<file path="src/rtl/cpu_pkg.sv">
// ============================================================================
// Module  : cpu_pkg
// Brief   : Opcode, state and ALU-op encodings for the multicycle control FSM.
// Revision: 1.0
// ============================================================================
`default_nettype none

package cpu_pkg;

  localparam logic [6:0] c_op_r      = 7'b0110011;
  localparam logic [6:0] c_op_i      = 7'b0010011;
  localparam logic [6:0] c_op_load   = 7'b0000011;
  localparam logic [6:0] c_op_store  = 7'b0100011;
  localparam logic [6:0] c_op_branch = 7'b1100011;

  localparam logic [1:0] c_alu_add   = 2'b00;
  localparam logic [1:0] c_alu_sub   = 2'b01;
  localparam logic [1:0] c_alu_rtype = 2'b10;
  localparam logic [1:0] c_alu_itype = 2'b11;

  typedef enum logic [2:0] {
    ST_IDLE   = 3'd0,
    ST_FETCH  = 3'd1,
    ST_DECODE = 3'd2,
    ST_EXEC   = 3'd3,
    ST_MEM    = 3'd4,
    ST_WB     = 3'd5,
    ST_FAULT  = 3'd6
  } state_t;

  typedef struct packed {
    logic is_r;
    logic is_i;
    logic is_load;
    logic is_store;
    logic is_branch;
    logic illegal;
  } op_class_t;

endpackage

`default_nettype wire

</file>
<file path="src/rtl/opcode_classify.sv">
// ============================================================================
// Module  : opcode_classify
// Brief   : Combinational RV32I opcode decoder into instruction-class flags.
// Revision: 1.0
// ============================================================================
`default_nettype none

module opcode_classify
  import cpu_pkg::*;
(
  input  logic [6:0] i_opcode,
  output op_class_t  o_class
);

  always_comb begin
    o_class           = '0;
    o_class.is_r      = (i_opcode == c_op_r);
    o_class.is_i      = (i_opcode == c_op_i);
    o_class.is_load   = (i_opcode == c_op_load);
    o_class.is_store  = (i_opcode == c_op_store);
    o_class.is_branch = (i_opcode == c_op_branch);
    o_class.illegal   = !(o_class.is_r || o_class.is_i || o_class.is_load ||
                          o_class.is_store || o_class.is_branch);
  end

endmodule

`default_nettype wire

</file>
<file path="src/rtl/multicycle_control.sv">
// ============================================================================
// Module  : multicycle_control
// Brief   : Multicycle RV32I control FSM with shared memory port, timeout
//           fault detection and retired-instruction counter.
// Revision: 1.0
// ============================================================================
`default_nettype none

module multicycle_control
  import cpu_pkg::*;
#(
  parameter int MEM_TIMEOUT = 16,
  parameter int CNT_W       = 32
) (
  input  logic             clk,
  input  logic             reset,
  input  logic             run,
  input  logic [6:0]       opcode,
  input  logic             alu_zero,
  input  logic             mem_ready,
  output logic             mem_read,
  output logic             mem_write,
  output logic             iord,
  output logic             ir_write,
  output logic             pc_write,
  output logic             pc_src,
  output logic             reg_write,
  output logic             mem_to_reg,
  output logic             alu_src,
  output logic             alu_op1,
  output logic             alu_op0,
  output logic             busy,
  output logic             fault,
  output logic [CNT_W-1:0] instret
);

  localparam int                  c_wait_w    = $clog2(MEM_TIMEOUT) + 1;
  localparam logic [c_wait_w-1:0] c_wait_last = c_wait_w'(MEM_TIMEOUT - 1);

  state_t              r_state;
  logic [c_wait_w-1:0] r_wait;
  logic [CNT_W-1:0]    r_instret;
  op_class_t           w_cls;
  logic                w_retire;
  logic                w_timeout;
  logic [1:0]          w_alu_op;

  opcode_classify u_classify (
    .i_opcode (opcode),
    .o_class  (w_cls)
  );

  assign w_timeout = !mem_ready && (r_wait == c_wait_last);
  assign w_retire  = (r_state == ST_WB) ||
                     (r_state == ST_EXEC && w_cls.is_branch) ||
                     (r_state == ST_MEM  && w_cls.is_store && mem_ready);

  // The wait counter is zero in every state except while stalled in FETCH/MEM.
  always_ff @(posedge clk) begin
    if (!reset) begin
      r_state   <= ST_IDLE;
      r_wait    <= '0;
      r_instret <= '0;
    end else begin
      r_wait <= '0;
      if (w_retire)
        r_instret <= r_instret + 1'b1;
      case (r_state)
        ST_IDLE: if (run) r_state <= ST_FETCH;
        ST_FETCH: begin
          if (mem_ready)      r_state <= ST_DECODE;
          else if (w_timeout) r_state <= ST_FAULT;
          else                r_wait  <= r_wait + 1'b1;
        end
        ST_DECODE: r_state <= w_cls.illegal ? ST_FAULT : ST_EXEC;
        ST_EXEC: begin
          if (w_cls.is_r || w_cls.is_i)             r_state <= ST_WB;
          else if (w_cls.is_load || w_cls.is_store) r_state <= ST_MEM;
          else if (w_cls.is_branch)                 r_state <= run ? ST_FETCH : ST_IDLE;
          else                                      r_state <= ST_FAULT;
        end
        ST_MEM: begin
          if (mem_ready) begin
            if (w_cls.is_load)       r_state <= ST_WB;
            else if (w_cls.is_store) r_state <= run ? ST_FETCH : ST_IDLE;
            else                     r_state <= ST_FAULT;
          end else if (w_timeout) begin
            r_state <= ST_FAULT;
          end else begin
            r_wait <= r_wait + 1'b1;
          end
        end
        ST_WB:    r_state <= run ? ST_FETCH : ST_IDLE;
        ST_FAULT: r_state <= ST_FAULT;
        default:  r_state <= ST_IDLE;
      endcase
    end
  end

  always_comb begin
    mem_read   = 1'b0;
    mem_write  = 1'b0;
    iord       = 1'b0;
    ir_write   = 1'b0;
    pc_write   = 1'b0;
    pc_src     = 1'b0;
    reg_write  = 1'b0;
    mem_to_reg = 1'b0;
    alu_src    = 1'b0;
    w_alu_op   = c_alu_add;
    case (r_state)
      ST_FETCH: begin
        mem_read = 1'b1;
        iord     = 1'b1;
        ir_write = mem_ready;
      end
      ST_EXEC: begin
        if (w_cls.is_r) begin
          w_alu_op = c_alu_rtype;
        end else if (w_cls.is_i) begin
          w_alu_op = c_alu_itype;
          alu_src  = 1'b1;
        end else if (w_cls.is_load || w_cls.is_store) begin
          alu_src  = 1'b1;
        end else if (w_cls.is_branch) begin
          w_alu_op = c_alu_sub;
          pc_write = 1'b1;
          pc_src   = alu_zero;
        end
      end
      ST_MEM: begin
        alu_src   = 1'b1;
        mem_read  = w_cls.is_load;
        mem_write = w_cls.is_store;
        pc_write  = w_cls.is_store && mem_ready;
      end
      ST_WB: begin
        reg_write  = 1'b1;
        mem_to_reg = w_cls.is_load;
        pc_write   = 1'b1;
      end
      default: ;
    endcase
  end

  assign alu_op1 = w_alu_op[1];
  assign alu_op0 = w_alu_op[0];
  assign busy    = (r_state != ST_IDLE) && (r_state != ST_FAULT);
  assign fault   = (r_state == ST_FAULT);
  assign instret = r_instret;

endmodule

`default_nettype wire
</file>
<file path="config.mk">
export PLATFORM = sky130hd
export DESIGN_NAME = multicycle_control
export DESIGN_NICKNAME = d
export VERILOG_FILES = /design/src/rtl/cpu_pkg.sv /design/src/rtl/opcode_classify.sv /design/src/rtl/multicycle_control.sv
export SDC_FILE = /design/constraint.sdc
export NUM_CORES = 1
export LEC_CHECK = 0
export CAP_MARGIN = 5
export CORE_UTILIZATION = 52
export CTS_BUF_LIST = sky130_fd_sc_hd__clkbuf_8 sky130_fd_sc_hd__clkbuf_16
export CTS_CLUSTER_DIAMETER = 50
export DETAILED_ROUTE_END_ITERATION = 8
export HOLD_SLACK_MARGIN = 0.03
export PLACE_DENSITY = 0.85
export REMOVE_ABC_BUFFERS = 1
export SKIP_LAST_GASP = 1
export SLEW_MARGIN = 0
export SYNTH_ARGS = -nofsm -noshare
export SYNTH_HDL_FRONTEND = slang
export SYNTH_SLANG_ARGS = --single-unit
</file>
<file path="constraint.sdc">
create_clock -name clk -period 4.3 [get_ports clk]
set_input_delay 0.43 -clock clk [delete_from_list [all_inputs] [get_ports clk]]
set_output_delay 0.43 -clock clk [all_outputs]
set_load 0.02 [all_outputs]
</file>
==> results of run 1 <==
## final cells by class
type	count	area share (%)
clock inverter	2	0.352
tap	50	2.20
inverter	14	1.85
multi-input combinational	206	44.8
timing repair buffer	56	19.7
clock buffer	6	2.91
sequential	40	28.2
## flip-flops by register name (all words and copies together), names as in the netlist
name,flops
instret,32
r_state,3
r_wait,5
## worst max-delay path, cell delays in order
cell and delay, ns:
clkdlybuf4s50_1 0.39, nand4bb_1 0.35, o21ai_1 0.71, nand2_1 0.22, inv_1 0.09, clkdlybuf4s50_1 0.60
## synthesized netlist by cell type, types with 2 or more instances
cell and count:
xor2_1 4, and3_1 6, nand3b_1 2, o21ai_0 14
o21bai_1 2, nand2_1 21, inv_1 13, clkbuf_1 13
ha_1 3, nand3_1 12, a21o_1 2, o31ai_1 12
or2_2 3, o211ai_1 2, xnor2_1 5, a31oi_1 2
or4_1 13, a21oi_1 28, or3_1 10, nor2_1 21
nand4_1 7, nand2b_1 6, nor4_1 4, nor3_1 5
and2_1 4, dfxtp_1 40
## worst min path at each step
stage | slack, ns | cells past startpoint | from | endpoint
3_3_place_gp | 0.44 | 1 | r_wait[0]$_SDFF_PP0_ | r_wait[0]$_SDFF_PP0_
6_report | 0.46 | 1 | r_wait[0]$_SDFF_PP0_ | r_wait[0]$_SDFF_PP0_
4_1_cts | 0.47 | 1 | r_wait[0]$_SDFF_PP0_ | r_wait[0]$_SDFF_PP0_
3_5_place_dp | 0.45 | 1 | r_wait[0]$_SDFF_PP0_ | r_wait[0]$_SDFF_PP0_
2_1_floorplan | 0.42 | 1 | r_wait[0]$_SDFF_PP0_ | r_wait[0]$_SDFF_PP0_
5_1_grt | 0.49 | 1 | r_wait[0]$_SDFF_PP0_ | r_wait[0]$_SDFF_PP0_
## power by group through the flow
stage          registers (uW)  logic [uW]  clock network (uW)
3_5_place_dp              388        63.7                   0
6_report                  379        63.6                 260
4_1_cts                   379        63.8                 265
5_1_grt                   380        68.8                 279
3_3_place_gp              388        63.0                   0
2_1_floorplan             386        33.3                   0
## logic make-up (layout without fill, tap and decap cells)
logic type / count (synthesis) / in the layout / synth area share [%]
AND/OR/NAND/NOR: 124 / 124 / 32.8
adder cells (fa/ha/maj): 3 / 3 / 1.72
AO/OA/AOI/OAI: 69 / 69 / 19.8
buffers and inverters: 28 / 78 / 4.88
flip-flops: 40 / 40 / 36.7
XOR/XNOR: 9 / 9 / 3.62
multiplexers: 1 / 1 / 0.459
## layout by cell type, fill, tap and decap left out, drive strengths merged, types with 6 or more instances in the layout
| cell type | netlist | layout |
|---|---|---|
| clkdlybuf4s50 | 0 | 56 |
| nand2 | 21 | 21 |
| o31ai | 12 | 12 |
| dfxtp | 40 | 40 |
| nand4 | 8 | 8 |
| a21oi | 28 | 28 |
| inv | 14 | 14 |
| and3 | 6 | 6 |
| nand2b | 6 | 6 |
| clkbuf | 13 | 6 |
| nand3 | 14 | 14 |
| o21ai | 15 | 15 |
| or3 | 10 | 10 |
| or4 | 13 | 13 |
| nor2 | 21 | 21 |
## per-layer routing
layer | GRT usage (%) | vias up | share of wire [%]
li1 | - | 1103 | -
met1 | 29.7 | 1002 | 46
met2 | 39.0 | 47 | 49
met3 | 5.99 | 4 | 4.4
met4 | 8.24 | 0 | 0.85
met5 | 0 | - | 0
## stage by stage
stage,area [um2],hold slack [ns],utilization (%)
floorplan,2130,0.418,-
global placement,2750,0.436,68.7
detailed placement,2750,0.450,68.7
CTS,2840,0.465,71.0
global route,2840,0.491,71.0
finish,2840,0.460,71.0
==> results.sh, run 1 <==
export IMPL_number_of_global_route_vias_before_repair=1881
export IMPL_clock_tree_from_tritoncts="done"
export IMPL_postSynthCellCount=274
export IMPL_finalNonFillerCells=374
export IMPL_insertion_delay_ns=0.30
export IMPL_clk_path_buf_depth=2
export IMPL_worst_setup_path_start_kind="primary input"
export IMPL_post_cts_resize_count=0
export IMPL_synth_seq_cells=40
export IMPL_worst_setup_path_type="in2out"
export IMPL_net_load_switching_power_uw=174
export IMPL_worstReg2RegEnd="instret[17]$_SDFFE_PN0P_"
export IMPL_postCtsSetupRepairBufs=0
export IMPL_fin_crit_ns=3.21
export IMPL_cts_reportedPaths_clkPinSlew_ns=0.08
export IMPL_maxClockFrequency_mhz=311
export IMPL_status="finished, final reports clean"
export IMPL_grt_remaining_overflow=0
export IMPL_worst_pin_slew_ns=0.770
export IMPL_worst_setup_path_end_kind="output pin"
export IMPL_avgViaCountPerCell=5.76
export IMPL_place_ws_ns=1.11
export IMPL_diodes=0
export IMPL_p_per_area_nw_per_um2=248
export IMPL_critical_path_required_ns=3.87
export IMPL_horizontal_die_dimension_um=66.7
export IMPL_coreArea_um2=4000
export IMPL_drv_slew=0
export IMPL_cts_sinks=40
export IMPL_comb_power_share_pct=9.0
export IMPL_cp_max_fo=9
export IMPL_grtUsageTotal_pct=23.7
export IMPL_internal_power_uw=530
export IMPL_layout_drive_gt1_share_pct=5.86
export IMPL_largest_net_degree_at_the_start_of_global_routing=29
export IMPL_cts_root_buf="clkbuf_8"
export IMPL_synth_area_leaders="dfxtp_1 (37%), a21oi_1 (6.4%), or4_1 (4.5%)"
export IMPL_hp_class="reg2reg"
export IMPL_detail_route_iter0_violations=152
export IMPL_routedWlPerCell_um=13.5
export IMPL_r2r_slack_ns=1.60
export IMPL_initial_standard_cell_utilization_of_the_core_pct=54.5
export IMPL_r2r_cells=5
export IMPL_ys_seq_area_share_pct=36.7
export IMPL_avgSynthCellArea_um2=7.95
export IMPL_detailedPlacementHpwl_mm=3.55
export IMPL_number_of_antenna_violations_at_the_first_check_in_global_routing=0
export IMPL_fin_ws_ns=1.09
export IMPL_pwr_share_clk_pct=37.0
export IMPL_place_detailed_instances=366
export IMPL_drc=0
export IMPL_arrival_ns=2.78
export IMPL_yosys_area_top_type="dfxtp_1"
export IMPL_rsz0062_at_grt="false"
export IMPL_synth_top_area_share_pct=36.7
export IMPL_sequential_group_share_of_total_power_pct=53.9
export IMPL_finalHoldViolCount=0
export IMPL_sequential_cell_area_um2=801
export IMPL_synth_async_sr_flop_share_pct=0
export IMPL_postRouteAntennaNets=0
export IMPL_ys_warn_count=0
export IMPL_power_share_switching_pct=24.7
export IMPL_area_growth_syn_to_layout_pct=30.4
export IMPL_wire_length_of_the_first_global_routing_pass_mm=8.14
export IMPL_cp_endpoint="pc_write"
export IMPL_total_clock_buffers_created_by_cts=5
export IMPL_n_fill_cell=348
export IMPL_vdd_drop_max_mv=0.212
export IMPL_route_final_wire_length_mm=5.03
export IMPL_num_io_pins=57
export IMPL_worst_clock_skew_ns=0.00688
export IMPL_num_rows=23
export IMPL_count_of_final_setup_violators=0
export IMPL_overall_power_uw=703
export IMPL_mappedNetlistArea_um2=2180
export IMPL_num_nets_final=338
export IMPL_layout_worst_path_cycle_share_pct=74.7
export IMPL_floorplan_die_area_um2=4450
export IMPL_cts_hold_buffers=0
export IMPL_via_count=2156
export IMPL_detail_route_first_pass_iterations=4
export IMPL_synth_edff_count=0
export IMPL_cp_startpoint="opcode[2]"
export IMPL_cellLeakagePower_uw=0.000945
export IMPL_critical_path_reg2reg_startpoint="r_state[2]$_SDFFE_PN0P_"
export IMPL_synthDistinctLibCells=46
export IMPL_dominantRegCellSynth="dfxtp_1"
export IMPL_max_cap_violations=0
export IMPL_multi_input_gate_area_um2=1270
export IMPL_h_tree_depth=2
export IMPL_die_h_um=66.7
export IMPL_place_gp_congestion=0.903
export IMPL_placement_io_buffers=56
export IMPL_setup_total_negative_slack_ns=0
export IMPL_timing_slew_headroom_pct=48.3
Note: power is estimated with default switching activity, not from simulation.
==> run 2: changes to the inputs <==
CORE_UTILIZATION = 44   (was 52)
PLACE_DENSITY = 0.76   (was 0.85)
clock period = 2.7 ns   (was 4.3 ns; I/O delays follow)
==> run 2 against run 1 <==
  * Via count rose by 2.9%
  * Sequential power rose by 57%
  * Sequential share of layout area fell by 1.0 points
  * Clock power rose by 42%
  * Worst setup slack got worse by 0.82 ns
  * Critical path depth fell by 1
==> results.sh, run 2 (synthesis results as in run 1) <==
export IMPL_status="finished, final reports clean"
export IMPL_number_of_global_route_vias_before_repair=2058
export IMPL_rsz0062_at_grt="false"
export IMPL_floorplan_die_area_um2=5240
export IMPL_net_load_switching_power_uw=265
export IMPL_grt_remaining_overflow=0
export IMPL_h_tree_depth=2
export IMPL_horizontal_die_dimension_um=72.4
export IMPL_p_per_area_nw_per_um2=367
export IMPL_pwr_share_clk_pct=34.1
export IMPL_clk_path_buf_depth=2
export IMPL_multi_input_gate_area_um2=1270
export IMPL_routedWlPerCell_um=13.0
export IMPL_post_cts_resize_count=0
export IMPL_via_count=2219
export IMPL_detail_route_first_pass_iterations=4
export IMPL_finalCoreUtilization_pct=62.1
export IMPL_layout_drive_gt1_share_pct=8.66
export IMPL_fin_crit_ns=2.43
export IMPL_timing_slew_headroom_pct=66.7
export IMPL_worst_hold_slack_ns=0.449
export IMPL_arrival_ns=2.16
export IMPL_largest_register_ff_count=32
export IMPL_max_cap_violations=0
export IMPL_layout_worst_path_cycle_share_pct=89.9
export IMPL_die_h_um=72.4
export IMPL_n_fill_cell=461
export IMPL_grtUsageTotal_pct=20.6
export IMPL_postRouteAntennaNets=0
export IMPL_cts_root_buf="clkbuf_8"
export IMPL_worst_hold_path_num_cells=1
export IMPL_wire_length_of_the_first_global_routing_pass_mm=8.54
export IMPL_vdd_drop_max_mv=0.234
export IMPL_placement_io_buffers=56
export IMPL_total_clock_buffers_created_by_cts=5
export IMPL_finalHoldViolCount=0
export IMPL_initial_standard_cell_utilization_of_the_core_pct=45.8
export IMPL_largest_net_degree_at_the_start_of_global_routing=29
export IMPL_cts_hold_buffers=0
export IMPL_cellLeakagePower_uw=0.00100
export IMPL_power_share_switching_pct=24.5
export IMPL_hp_class="reg2reg"
export IMPL_worst_pin_slew_ns=0.499
export IMPL_worst_setup_path_end_kind="output pin"
export IMPL_r2r_cells=7
export IMPL_num_nets_final=350
export IMPL_most_frequent_cells_in_the_layout="clkdlybuf4s50_1 (56), dfxtp_1 (40), a21oi_1 (28)"
export IMPL_num_rows=25
export IMPL_cp_max_fo=4
export IMPL_worst_setup_path_start_kind="primary input"
export IMPL_detailedPlacementHpwl_mm=3.83
export IMPL_comb_power_share_pct=10.9
export IMPL_worst_clock_skew_ns=0.00424
export IMPL_sequential_cell_area_um2=801
export IMPL_detail_route_iter0_violations=82
export IMPL_place_gp_congestion=0.859
export IMPL_avgViaCountPerCell=5.52
export IMPL_overall_power_uw=1080
export IMPL_setup_total_negative_slack_ns=0
export IMPL_coreArea_um2=4750
export IMPL_count_of_final_setup_violators=0
export IMPL_insertion_delay_ns=0.29
export IMPL_area_growth_syn_to_layout_pct=35.4
export IMPL_maxClockFrequency_mhz=412
export IMPL_fin_ws_ns=0.272
export IMPL_worst_setup_path_type="in2out"
export IMPL_internal_power_uw=818
export IMPL_sequential_group_share_of_total_power_pct=55.0
export IMPL_cts_sinks=40
export IMPL_diodes=0
export IMPL_route_final_wire_length_mm=5.24
export IMPL_num_io_pins=57
export IMPL_place_ws_ns=0.264
export IMPL_clock_tree_from_tritoncts="done"
export IMPL_critical_path_required_ns=2.43
export IMPL_cts_reportedPaths_clkPinSlew_ns=0.07
export IMPL_layout_commonest_cell="clkdlybuf4s50_1"
export IMPL_drv_slew=0
export IMPL_drc=0
export IMPL_number_of_antenna_violations_at_the_first_check_in_global_routing=0
export IMPL_postCtsSetupRepairBufs=0
==> run 2: through the flow <==
stage / cells / area, um2
after CTS: 402 / 2950
after global routing: 402 / 2950
after global placement: 395 / 2870
after detailed placement: 395 / 2870
final: 402 / 2950
after floorplan: 260 / 2130
==> run 2: power by group through the flow <==
| stage | registers, uW | clock network (uW) | logic, uW |
|---|---|---|---|
| detailed placement | 609 | 0 | 116 |
| floorplan | 615 | 0 | 53.0 |
| global placement | 609 | 0 | 115 |
| CTS | 596 | 385 | 117 |
| finish | 596 | 370 | 118 |
| global route | 596 | 410 | 127 |
==> run 2: cell type report <==
cell class	count	area share, %
Multi-Input combinational cell	206	43.1
Timing Repair Buffer	68	22.5
Sequential cell	40	27.1
Tap cell	67	2.84
Clock buffer	5	2.33
Inverter	14	1.78
Clock inverter	2	0.297
==> run 2: path summary, 6_finish.rpt <==
path	startpoint	end	slack [ns]
min reg2reg	r_wait[0]$_SDFF_PP0_	r_wait[0]$_SDFF_PP0_	0.45
min	r_wait[0]$_SDFF_PP0_	r_wait[0]$_SDFF_PP0_	0.45
max	opcode[6]	pc_src	0.27
max reg2reg	r_state[2]$_SDFFE_PN0P_	instret[10]$_SDFFE_PN0P_	0.52
==> run 2: layer usage <==
| metal | vias to the layer above | GRT usage, % | part of all wire, % |
|---|---|---|---|
| met3 | 11 | 4.03 | 4.4 |
| met5 | - | 0 | 0 |
| met4 | 0 | 10.0 | 2.1 |
| li1 | 1123 | - | - |
| met2 | 52 | 37.9 | 49 |
| met1 | 1033 | 22.4 | 44 |
==> run 2: worst max-delay path, stage by stage <==
cell and delay, ns:
clkdlybuf4s50_1 0.58, nand4b_1 0.22, nor3_1 0.32, and2_1 0.17, clkdlybuf4s50_1 0.60
==> run 3: changes to the inputs <==
CTS_BUF_LIST = sky130_fd_sc_hd__clkbuf_16   (was sky130_fd_sc_hd__clkbuf_8 sky130_fd_sc_hd__clkbuf_16)
==> run 3 against run 2 <==
  * Clock skew hardly changed
  * First-iteration DRC count fell by 9.8%
  * Worst setup slack got worse by 0.042 ns
  * Largest cell class unchanged
==> results.sh, run 3 (synthesis results as in run 1) <==
export IMPL_status="finished, final reports clean"
export IMPL_route_final_wire_length_mm=5.46
export IMPL_r2r_cells=7
export IMPL_sequential_cell_area_um2=801
export IMPL_count_of_final_setup_violators=0
export IMPL_via_count=2270
export IMPL_clk_path_buf_depth=2
export IMPL_cellLeakagePower_uw=0.00103
export IMPL_routedWlPerCell_um=13.6
export IMPL_layout_drive_gt1_share_pct=8.66
export IMPL_clock_tree_from_tritoncts="done"
export IMPL_drv_slew=0
export IMPL_worst_hold_path_num_cells=1
export IMPL_critical_path_buf_inv_count=2
export IMPL_rsz0062_at_grt="false"
export IMPL_worst_setup_path_type="in2out"
export IMPL_placement_io_buffers=56
export IMPL_r2r_slack_ns=0.49
export IMPL_num_nets_final=350
export IMPL_worst_pin_slew_ns=0.507
export IMPL_setup_total_negative_slack_ns=0
export IMPL_place_gp_congestion=0.859
export IMPL_crit_chain="clkdlybuf4s50_1 -> nand4b_1 -> nor3_1 -> and2_1 -> clkdlybuf4s50_1"
export IMPL_h_tree_depth=2
export IMPL_max_cap_violations=0
export IMPL_detail_route_iter0_violations=74
export IMPL_holdPathEnd="r_wait[0]$_SDFF_PP0_"
export IMPL_arrival_ns=2.20
export IMPL_finalHoldViolCount=0
export IMPL_critical_path_top_delay_family="buffers and inverters"
export IMPL_critical_path_required_ns=2.43
export IMPL_horizontal_die_dimension_um=72.4
export IMPL_hp_class="reg2reg"
export IMPL_finalNonFillerCells=402
export IMPL_worst_setup_path_start_kind="primary input"
export IMPL_floorplan_die_area_um2=5240
export IMPL_cts_sinks=40
export IMPL_grtUsageTotal_pct=21.1
export IMPL_cts_reportedPaths_clkPinSlew_ns=0.05
export IMPL_vdd_drop_max_mv=0.334
export IMPL_layout_worst_path_cycle_share_pct=91.5
export IMPL_worstReg2RegEnd="instret[10]$_SDFFE_PN0P_"
export IMPL_post_cts_resize_count=0
export IMPL_diodes=0
export IMPL_place_detailed_instances=395
export IMPL_maxClockFrequency_mhz=405
export IMPL_coreArea_um2=4750
export IMPL_avgViaCountPerCell=5.65
export IMPL_worst_hold_slack_ns=0.446
export IMPL_insertion_delay_ns=0.28
export IMPL_fin_crit_ns=2.47
export IMPL_layout_commonest_cell="clkdlybuf4s50_1"
export IMPL_cp_max_fo=4
export IMPL_finalCoreUtilization_pct=63.2
export IMPL_detail_route_first_pass_iterations=4
export IMPL_crit_path_max_incr_delay_ns=0.60
export IMPL_drc=0
export IMPL_largest_register_ff_count=32
export IMPL_cts_root_buf="clkbuf_16"
export IMPL_largest_net_degree_at_the_start_of_global_routing=29
export IMPL_initial_standard_cell_utilization_of_the_core_pct=45.8
export IMPL_worst_clock_skew_ns=0.00443
export IMPL_total_clock_buffers_created_by_cts=5
export IMPL_die_h_um=72.4
export IMPL_worst_setup_path_end_kind="output pin"
export IMPL_num_rows=25
export IMPL_cts_hold_buffers=0
export IMPL_postRouteAntennaNets=0
export IMPL_critical_path_top_cell_by_count="clkdlybuf4s50_1"
export IMPL_fin_ws_ns=0.230
export IMPL_p_per_area_nw_per_um2=421
export IMPL_number_of_global_route_vias_before_repair=2102
export IMPL_number_of_antenna_violations_at_the_first_check_in_global_routing=0
export IMPL_grt_remaining_overflow=0
export IMPL_area_growth_syn_to_layout_pct=37.9
export IMPL_critical_path_reg2reg_startpoint="r_state[2]$_SDFFE_PN0P_"
export IMPL_wire_length_of_the_first_global_routing_pass_mm=8.78
export IMPL_postCtsSetupRepairBufs=0
export IMPL_crit_path_top_delay_cell="clkdlybuf4s50_1"
export IMPL_num_io_pins=57
export IMPL_holdCritStartpoint="r_wait[0]$_SDFF_PP0_"
export IMPL_multi_input_gate_area_um2=1270
export IMPL_n_fill_cell=444
export IMPL_detailedPlacementHpwl_mm=3.83
export IMPL_most_frequent_cells_in_the_layout="clkdlybuf4s50_1 (56), dfxtp_1 (40), a21oi_1 (28)"
export IMPL_place_ws_ns=0.264
export IMPL_timing_slew_headroom_pct=66.2
## run 3: area by class of cell
type	instances	area share (%)
clock buffer	5	4.16
clock inverter	2	0.291
inverter	14	1.75
multi-input combinational	206	42.3
sequential	40	26.6
tap	67	2.79
timing repair buffer	68	22.1
## run 3: how the worst max path moves through the flow
stage                     cells after the start  slack [ns]                       end               startpoint
final                                         5        0.23                    pc_src                opcode[6]
after global routing                          6        0.15                  mem_read                opcode[6]
after CTS                                     5        0.26                    pc_src                opcode[6]
after detailed placement                      8        0.26  instret[10]$_SDFFE_PN0P_                mem_ready
after global placement                        5        0.29                    pc_src                opcode[6]
after floorplan                               5        0.34  instret[12]$_SDFFE_PN0P_  r_state[2]$_SDFFE_PN0P_
## run 3: power breakdown
part	total [uW]	internal, uW	switching [uW]
logic	118	52.2	66.0
clock network	552	332	220
registers	597	594	2.24
total	1270	978	289
## run 3: routing by layer
metal | GRT usage, % | up-vias | wire [um]
li1 | - | 1127 | -
met2 | 39.5 | 79 | 2790
met4 | 8.06 | 0 | 95
met1 | 22.6 | 1052 | 2270
met3 | 5.28 | 12 | 307
met5 | 0 | - | 0
## run 3: through the flow
| step | total power (uW) | instance area (um2) |
|---|---|---|
| 2_1_floorplan | 668 | 2130 |
| 4_1_cts | 1280 | 3010 |
| 3_3_place_gp | 725 | 2870 |
| 6_report | 1270 | 3010 |
| 5_1_grt | 1310 | 3010 |
| 3_5_place_dp | 726 | 2870 |
## run 3: worst reg2reg max path: cells and delay by family (launching register included)
family          cells  cell delay (ns)
buf+inv             2             0.39
compound gates      2             0.40
flops               1             0.33
simple gates        3             1.01
